--- config.mk ---
export PLATFORM = sky130hd
export DESIGN_NAME = misr_core
export DESIGN_NICKNAME = d
export VERILOG_FILES = /design/src/rtl/bist_pkg.sv /design/src/rtl/misr_core.sv
export SDC_FILE = /design/constraint.sdc
export NUM_CORES = 1
export LEC_CHECK = 0
export ABC_AREA = 1
export BUFFER_PORTS_ARGS = -buffer_cell sky130_fd_sc_hd__buf_4
export CAP_MARGIN = 20
export CORE_MARGIN = 3
export CORE_UTILIZATION = 52
export DETAILED_ROUTE_END_ITERATION = 16
export PLACE_DENSITY = 0.86
export RECOVER_POWER = 100
export SYNTH_ARGS = -nofsm -noshare
export SYNTH_HDL_FRONTEND = slang
export SYNTH_SLANG_ARGS = --single-unit
--- constraint.sdc ---
create_clock -name clk -period 3.3 [get_ports clk]
set_clock_uncertainty 0.2 [all_clocks]
set_input_delay 0.825 -clock clk [delete_from_list [all_inputs] [get_ports clk]]
set_output_delay 0.825 -clock clk [all_outputs]
set_load 0.01 [all_outputs]
--- src/rtl/bist_pkg.sv ---
// Shared LBIST types and constants.
// Used by the MISR signature checker and its core.
package bist_pkg;

    typedef enum logic [1:0] {
        IDLE,
        COMPACT,
        COMPARE,
        DONE
    } misr_state_t;

    localparam logic [63:0] DEFAULT_MISR_TAPS = 64'hC000_0000_0000_2011;
    localparam logic [63:0] DEFAULT_SEED      = 64'h0;

endpackage

--- src/rtl/misr_core.sv ---
// Multiple-input signature register: shift right,
// feedback into the MSB, response XORed in.
module misr_core
    import bist_pkg::*;
#(
    parameter int               WIDTH = 64,
    parameter logic [WIDTH-1:0] SEED  = WIDTH'(DEFAULT_SEED),
    parameter logic [WIDTH-1:0] TAPS  = WIDTH'(DEFAULT_MISR_TAPS)
) (
    input  logic             clk,
    input  logic             reset,
    input  logic             load,
    input  logic             en,
    input  logic [WIDTH-1:0] data,
    output logic [WIDTH-1:0] signature
);

    logic             fb;
    logic [WIDTH-1:0] sig_nxt;

    always_comb begin
        fb      = ^(signature & TAPS);
        sig_nxt = {fb, signature[WIDTH-1:1]} ^ data;
    end

    always_ff @(posedge clk) begin
        if (reset || load) begin
            signature <= SEED;
        end else if (en) begin
            signature <= sig_nxt;
        end
    end

endmodule

-- Word-level counts from Yosys, hierarchy flattened
Index checks and enable logic that the tools add are counted.
- flip-flop bits (word level): 64
- bitwise operators: 1
- reductions and logical operators: 2
- operators by type and width (kind ; count):
    parity 64 bit ; 1
    bitwise XOR 64 bit ; 1
    logical OR 1 bit ; 1

-- Longest topological paths before layout
Gate-level depths: netlist of the first run.
- depth in word-level cells: 2
- gate-level depth with buffers: 9
- depth with buffers taken out: 9

-- Least setup slack after synthesis of the first run
No wires, ideal clock.
- path type: input -> register
- start point: input port en
- end point: register signature[40]
- library setup time: 0.113 ns
- arrival time: 1.448 ns
- data required time: 2.987 ns
- slack: 1.539 ns
- stages: 6
- buffers on the path: 3
- cell sequence: buf_2 -> inv_2 -> buf_6 -> buf_2 -> o21ai_1 -> inv_1
- RTL lines (what ; RTL line ; RTL):
    start: declaration ; misr_core.sv:13 ; input logic en,
    end signal: assignment ; misr_core.sv:30 ; signature <= sig_nxt;
    end: declaration ; misr_core.sv:15 ; output logic [WIDTH-1:0] signature
No word-level cell between the ends.

-- Worst setup path in the final report of the first run
- start point: input port load
- end point: register signature[34]
- word-level cells in the longest chain between the ends: 1
- ends and longest elaborated chain (what ; RTL line ; RTL):
    start: declaration ; misr_core.sv:12 ; input logic load,
    logical OR 1 bit ; misr_core.sv:27 ; if (reset || load) begin
No other way between the ends.
A chain may end at the register's enable or synchronous reset.

==> out/results.ini, run 1 <==
[logic_synthesis]
postSynthCellCount = 435
synth-seq-cells = 64
syn_area_um2 = 3190
synth_top_area_frac = 0.402
synth_nets = 503
synth_xor_area_frac = 0.173
synth.area.top_cells = dfxtp_1 40%, xor2_1 17%, nor2_1 13%
synth-seq-area-share = 0.402
synth_top_family_by_area = simple AND/OR/NAND/NOR gates
yosys.area.top_type = dfxtp_1
synth_warnings = 0
synth_compound_area_frac = 0.108
yosys.cell_types.count = 17
synth_fa_ha_area_frac = 0
synthSimpleGateAreaFrac = 0.185
avgSynthCellArea_um2 = 7.33
synth_mux_area_frac = 0

[routing]
drt-total-wl_um = 7770
drc = 0
ant_nets = 0
drt-pass1-iter-count = 4
num_vias = 2975
wl_per_cell_um = 12.2
avgViaCountPerCell = 4.69
drtIter0Drc = 93

[worst_setup_path]
end_kind = flip-flop
startpoint = load
reg2reg_slack_ns = 1.90
startpoint_type = input pin
critPathMaxFanout = 46
critPathBufInv = 3
crit_type = input pin to flip-flop
arrival_ns = 2.61
crit_family = buffers and inverters
r2r_start = signature[4]
crit_slowest_cell = or2_2
crit_chain = clkbuf_4, or2_2, clkbuf_1, nor2_1, o21ai_0, inv_1
cp.required_ns = 3.31
cp_slowest_stage_delay_ns = 0.75

[clock_tree]
cts_buffer_depth = 2
numClockSinks = 64
worstSkewPairLatency_ns = 0.32
numCtsBuffers = 9
root_buffer = clkbuf_8
cts_resized = 0
path_clk_slew_ns = 0.06
post-cts-setup-buffers = 0
htree_levels = 3
hold_buffers = 0
cts_tree = yes

[finish]
fill_cells = 527
max_flop_register = signature
drive_above_1_share = 0.165
final_nets = 628
largest_reg_flops = 64
largest_registers = signature (64)
final_cells = 635
regArea_um2 = 1280
area_delta_synth_final_pct = 26.9
multiInputGateArea_um2 = 1480
diodes = 0

[floorplanning]
die_x_um = 84.3
start_util = 0.558
fp.dieH_um = 84.3
core_um2 = 5710
pin_count = 132
dieArea_um2 = 7100
rows = 27

[grt]
grt_pass1_vias = 2915
grt_max_degree = 61
grtUsageTotal = 0.219
antenna_found_initial = 0
overflow = 0
grt_pass1_wl_um = 12900

[placement]
dpl.hpwl_um = 5600
dp_cells = 621
gp_congestion = 0.774
io_buffers = 131

[sta]
setup_tns_ns = 0
whs_ns = 0.393
tightest_slew_ns = 0.987
finalSetupViolCount = 0
fin_crit_ns = 2.60
fin_crit_sh = 0.786
slew_violations = 0
final_hold_viol_count = 0
relSlewSlack = 0.342
rsz0062_at_grt = no
fmax_mhz = 385

[worst_hold_path]
hold_path_class = flip-flop to flip-flop
min_from = signature[14]

[outcome]
outcome = finished clean

[run]
cap_violations = 0

[pwr]
power_density_nw_per_um2 = 415
max-vdd-ir-drop_mv = 0.241
p_leak_nw = 2.36

-- Yosys cell counts --
master and number:
nor2_1 108, inv_1 70, dfxtp_1 64, xor2_1 63
o21ai_1 59, nand2_1 23, nor2_2 10, buf_2 9
buf_6 8, nand3_1 6, a21oi_1 4, o21ai_0 4
clkbuf_1 2, clkbuf_2 2, a21oi_2 1, inv_2 1
or2_1 1
-- worst min-delay path: stages (launching register included) --
cell and delay [ns]:
dfxtp_1 0.32, nor2_1 0.08, nor2_1 0.04, o21ai_0 0.06, inv_1 0.04
-- placed cells by master, fill, tap and decap left out, types with 5 or more instances in the layout --
master	netlist	final
dfxtp_1	64	64
o21ai_0	4	61
xor2_1	63	63
nand2_1	23	23
clkbuf_1	2	68
nor2_1	108	108
nand3_1	6	6
buf_4	0	69
inv_1	70	70
a21oi_1	4	5
clkbuf_8	0	10
nor2_2	10	10
-- final cells by class --
cell class | instances | share of cell area
well taps | 72 | 0.0223
clock inverters | 1 | 0.00124
inverters | 71 | 0.0659
clock buffers | 13 | 0.0368
multi-input cells | 279 | 0.367
flip-flops and latches | 64 | 0.317
repair buffers | 135 | 0.190
-- kinds of logic (layout without fill, tap and decap cells) --
| group | count (synthesis) | in the layout |
|---|---|---|
| AO/OA/AOI/OAI | 68 | 68 |
| AND/OR/NAND/NOR | 148 | 148 |
| flip-flops | 64 | 64 |
| XOR/XNOR | 63 | 63 |
| buffers and inverters | 92 | 220 |
-- final timing paths --
check,endpoint,depth (start not counted)
worst max register to register,signature[63],9
worst max-delay path,signature[34],6
worst min-delay path,signature[14],4
worst min register to register,signature[14],4
-- through the flow --
stage | power, mW | util | setup slack (ns) | cell area (um2)
global placement | 1.17 | 0.725 | 0.762 | 4140
detailed placement | 1.18 | 0.725 | 0.732 | 4140
CTS | 1.73 | 0.752 | 1.07 | 4290
global route | 1.76 | 0.708 | 0.520 | 4040
finish | 1.68 | 0.708 | 0.705 | 4040
floorplan | 1.03 | - | 1.54 | 3190
-- metal layers --
metal  routed length [um]  vias up  global-route usage
li1                     -     1544                   -
met1                 3140     1309               0.256
met2                 3920      102               0.388
met3                  512       20              0.0442
met4                  191        0              0.0936
met5                    0        -                   0
-- power by group --
part | total, mW | internal, mW | switching, mW | leakage, nW
registers | 0.845 | 0.809 | 0.0358 | 0.524
logic | 0.280 | 0.131 | 0.149 | 1.76
clock network | 0.552 | 0.285 | 0.267 | 0.0794
total | 1.68 | 1.23 | 0.452 | 2.36
Note: power is estimated with default switching activity, not from simulation.
==> run 2, diff against run 1 <==
Settings changed: ABC_AREA 1 to 0, CORE_UTILIZATION 52 to 46, PLACE_DENSITY 0.86 to 0.8.
Clock period 3.3 ns to 2.5 ns, I/O delays scaled along.
==> out/results.ini, run 2 <==
[outcome]
outcome = finished clean

[clock_tree]
path_clk_slew_ns = 0.06
hold_buffers = 0
root_buffer = clkbuf_8
cts_buffer_depth = 2
worstSkewPairLatency_ns = 0.32
cts_tree = yes
htree_levels = 3
post-cts-setup-buffers = 0
numClockSinks = 64
cts_resized = 0
numCtsBuffers = 9

[logic_synthesis]
yosys.area.top_type = dfxtp_1
postSynthCellCount = 283
yosys.cell_types.count = 14
synth-main-ff-cell = dfxtp_1
synth-seq-cells = 64
synth_edf_count = 0
yosys-top-cells-count = 64 x dfxtp_1, 64 x nor2_1, 64 x xnor2_1, 63 x a211oi_1, 9 x clkbuf_1
syn_area_um2 = 2710
async_reset_ff_frac = 0
synth_top_area_frac = 0.473
synth-seq-area-share = 0.473
avgSynthCellArea_um2 = 9.57
synth.area.top_cells = dfxtp_1 47%, xnor2_1 21%, a211oi_1 17%
synth_nets = 351
synth_warnings = 0

[sta]
whs_ns = 0.312
setup_tns_ns = 0
tightest_slew_ns = 0.650
final_hold_viol_count = 0
rsz0062_at_grt = no
fin_crit_ns = 1.99
fin_crit_sh = 0.795
fmax_mhz = 503
relSlewSlack = 0.567
slew_violations = 0
finalSetupViolCount = 0

[finish]
final_nets = 477
area_delta_synth_final_pct = 39.0
layout_common_cells = 67 x buf_4, 64 x xnor2_1, 64 x nor2_1, 64 x clkbuf_1, 64 x dfxtp_1
final_util = 0.671
drive_above_1_share = 0.217
mostFrequentLayoutCell = buf_4
max_flop_register = signature
diodes = 0
largest_reg_flops = 64
largest_registers = signature (64)

[run]
cap_violations = 0

[pwr]
max-vdd-ir-drop_mv = 0.507
power_density_nw_per_um2 = 702
p_leak_nw = 1.40

[grt]
grt_pass1_vias = 2200
overflow = 0
grtUsageTotal = 0.200
grt_max_degree = 51
antenna_found_initial = 0
grt_pass1_wl_um = 10400

[floorplanning]
rows = 27
core_um2 = 5610
pin_count = 132
fp.dieH_um = 82.7
dieArea_um2 = 6840
die_x_um = 82.7
start_util = 0.483

[routing]
ant_nets = 0
avgViaCountPerCell = 4.94
wl_per_cell_um = 14.0
drc = 0
num_vias = 2399
drtIter0Drc = 91
drt-total-wl_um = 6830
drt-pass1-iter-count = 4

[worst_hold_path]
min_path_cells = 2
hold_path_class = flip-flop to flip-flop

[placement]
dpl.hpwl_um = 4930
gp_congestion = 0.704
io_buffers = 131

[worst_setup_path]
crit_type = input pin to flip-flop
end_kind = flip-flop
critPathMaxFanout = 32
arrival_ns = 2.02
startpoint_type = input pin
cp.required_ns = 2.53
rr_worst_depth = 4

-- run 2: changes by cell type in the layout (fill, tap and decap cells not counted), moves of 44 or more --
cell,before,now
o21ai_0,61,0
a211oi_1,0,63
nor2_1,108,64
xnor2_1,0,64
inv_1,70,1
xor2_1,63,0
-- run 2: area by class of cell --
type	count	area [um2]
Fill cell	526	1840
Multi-Input combinational cell	197	1340
Sequential cell	64	1280
Tap cell	72	90.1
Inverter	1	3.75
Clock buffer	10	138
Timing Repair Buffer	136	786
Clock inverter	6	130
-- run 2: cells by family after synthesis --
logic type | count (synthesis) | share of synthesized area
and+or+nand+nor | 67 | 0.0943
xor gates and xnor gates | 66 | 0.221
AOI/OAI and AO/OA | 64 | 0.178
DFF | 64 | 0.473
buffers and inverters | 22 | 0.0333
-- run 2: metrics by stage --
stage / instances / instance area (um2) / setup slack [ns] / power, mW
finish: 486 / 3760 / 0.513 / 2.64
global route: 486 / 3760 / 0.348 / 2.74
CTS: 486 / 4010 / 0.718 / 2.70
detailed placement: 470 / 3740 / 0.476 / 1.54
floorplan: 283 / 2710 / 0.830 / 1.34
global placement: 470 / 3740 / 0.541 / 1.53
-- run 2: path summary, 6_finish.rpt --
check,from,end,slack (ns)
max,en,signature[59],0.51
min,signature[55],signature[55],0.31
max reg2reg,signature[62],signature[63],0.93
min reg2reg,signature[55],signature[55],0.31
-- run 2: per-layer routing --
metal	track usage	wire length (um)
met3	0.0521	550
met1	0.244	2920
met4	0.0735	96
met2	0.339	3260
met5	0	0
-- run 2: power by group --
part,switching (mW),internal (mW)
registers,0.0481,1.07
clock network,0.373,0.787
logic,0.174,0.192
total,0.595,2.05
-- run 2: critical path, cell delays in order --
cell and delay [ns]:
clkbuf_2 0.50, clkbuf_2 0.53, nor2_1 0.10, a211oi_1 0.24
==> run 3, diff against run 2 <==
Settings changed: ABC_AREA 0 to 1, CORE_UTILIZATION 46 to 48.
Clock period 2.5 ns to 1.9 ns, I/O delays scaled along.
==> out/results.ini, run 3 (synthesis gave the netlist of run 1 again) <==
[sta]
finalSetupViolCount = 0
slew_violations = 0
relSlewSlack = 0.517
tightest_slew_ns = 0.724
fin_crit_ns = 1.67
fmax_mhz = 601
final_hold_viol_count = 0
rsz0062_at_grt = no
fin_crit_sh = 0.876
setup_tns_ns = 0

[routing]
drtIter0Drc = 83
drc = 0
wl_per_cell_um = 11.5
drt-total-wl_um = 7340
drt-pass1-iter-count = 4
num_vias = 2999
ant_nets = 0
avgViaCountPerCell = 4.69

[grt]
grtUsageMet3 = 0.0605
grt-busiest-layer = met2
antenna_found_initial = 0
grt_util_met1 = 0.228
grt_pass1_vias = 2737
grtUsageTotal = 0.197
use_met2 = 0.338
grt_max_degree = 65
overflow = 0
grt_pass1_wl_um = 12100

[finish]
mostFrequentLayoutCell = nor2_1
area_delta_synth_final_pct = 27.7
regArea_um2 = 1280
layout_common_cells = 117 x nor2_1, 70 x inv_1, 68 x buf_4, 65 x clkbuf_1, 64 x dfxtp_1
largest_reg_flops = 64
diodes = 0
drive_above_1_share = 0.155
final_nets = 629
fill_cells = 640
max_flop_register = signature
largest_registers = signature (64)
multiInputGateArea_um2 = 1460

[clock_tree]
hold_buffers = 0
cts_resized = 0
post-cts-setup-buffers = 0
path_clk_slew_ns = 0.07
worstSkewPairLatency_ns = 0.33
cts_tree = yes
root_buffer = clkbuf_8
htree_levels = 3
cts_buffer_depth = 2
numCtsBuffers = 9
numClockSinks = 64

[floorplanning]
dieArea_um2 = 7650
rows = 29
core_um2 = 6390
fp.dieH_um = 87.5
pin_count = 132
start_util = 0.499
die_x_um = 87.5

[pwr]
p_sw_frac = 0.265
combPwrFrac = 0.165
p_leak_nw = 2.38
power.switching_uw = 780
power_density_nw_per_um2 = 723
p_seq_frac = 0.498
internal-power_mw = 2.16
power_mw = 2.94
pwr-share-clk = 0.337
max-vdd-ir-drop_mv = 0.451

[worst_setup_path]
r2r_end = signature[63]
crit_chain = clkbuf_4, or2_2, clkbuf_4, a21oi_1, o21ai_0, inv_1
crit_slowest_cell = clkbuf_4
rr_worst_depth = 9
critPathMaxFanout = 64
cpMostUsedCell = clkbuf_4
critPathBufInv = 3
end_kind = flip-flop
cp_slowest_stage_delay_ns = 0.44
startpoint = load
reg2reg_slack_ns = 0.56
crit_type = input pin to flip-flop
crit_family = buffers and inverters
cp.required_ns = 1.98
arrival_ns = 1.74
startpoint_type = input pin
r2r_start = signature[4]

[placement]
dpl.hpwl_um = 5330
io_buffers = 131
gp_congestion = 0.744

[worst_hold_path]
whs_endpoint = signature[46]
min_path_cells = 4
hold_path_class = input pin to flip-flop
min_from = data[46]

[outcome]
outcome = finished clean

[run]
cap_violations = 0

## run 3: changes by cell type in the layout (fill, tap and decap cells not counted), moves of 53 or more
cell      previous run  this run
inv_1                1        70
xnor2_1             64         0
a211oi_1            63         0
xor2_1               0        63
nor2_1              64       117
o21ai_0              0        53
## run 3: layout make-up
cell class                      count  share of cell area
Inverter                           71              0.0655
Tap cell                           77              0.0237
Clock inverter                      1             0.00123
Multi-Input combinational cell    279               0.359
Clock buffer                       12              0.0381
Timing Repair Buffer              136               0.198
Sequential cell                    64               0.315
## run 3: metal layers
| metal | part of all wire | vias to the layer above |
|---|---|---|
| li1 | - | 1545 |
| met1 | 0.42 | 1354 |
| met2 | 0.49 | 85 |
| met3 | 0.066 | 15 |
| met4 | 0.020 | 0 |
| met5 | 0 | - |
## run 3: worst max-delay path by stage
stage,slack [ns],depth (start not counted),endpoint
detailed placement,0.23,6,signature[4]
global placement,0.26,6,signature[4]
global route,0.14,6,signature[33]
finish,0.23,6,signature[62]
floorplan,0.49,6,signature[40]
CTS,0.26,1,signature[4]
## run 3: worst min-delay path: cells and delay by family
kind                   cells  cell delay, ns
buffers and inverters      2            0.12
AO/OA/AOI/OAI              1            0.11
XOR/XNOR                   1            0.05
## run 3: power groups by stage
stage	Sequential [mW]	Combinational, mW	Clock (mW)
after floorplan	1.52	0.277	0
after global placement	1.49	0.546	0
after detailed placement	1.50	0.557	0
after CTS	1.47	0.561	1.03
after global routing	1.47	0.550	1.09
final	1.47	0.485	0.990
## run 3: metrics by stage
stage	hold slack (ns)	utilization	area, um2	cells	setup WS [ns]
5_1_grt	0.276	0.637	4070	640	0.137
4_1_cts	0.247	0.681	4350	640	0.262
3_5_place_dp	0.390	0.656	4190	627	0.226
2_1_floorplan	0.408	-	3190	435	0.489
3_3_place_gp	0.383	0.656	4190	627	0.263
6_report	0.262	0.637	4070	640	0.235
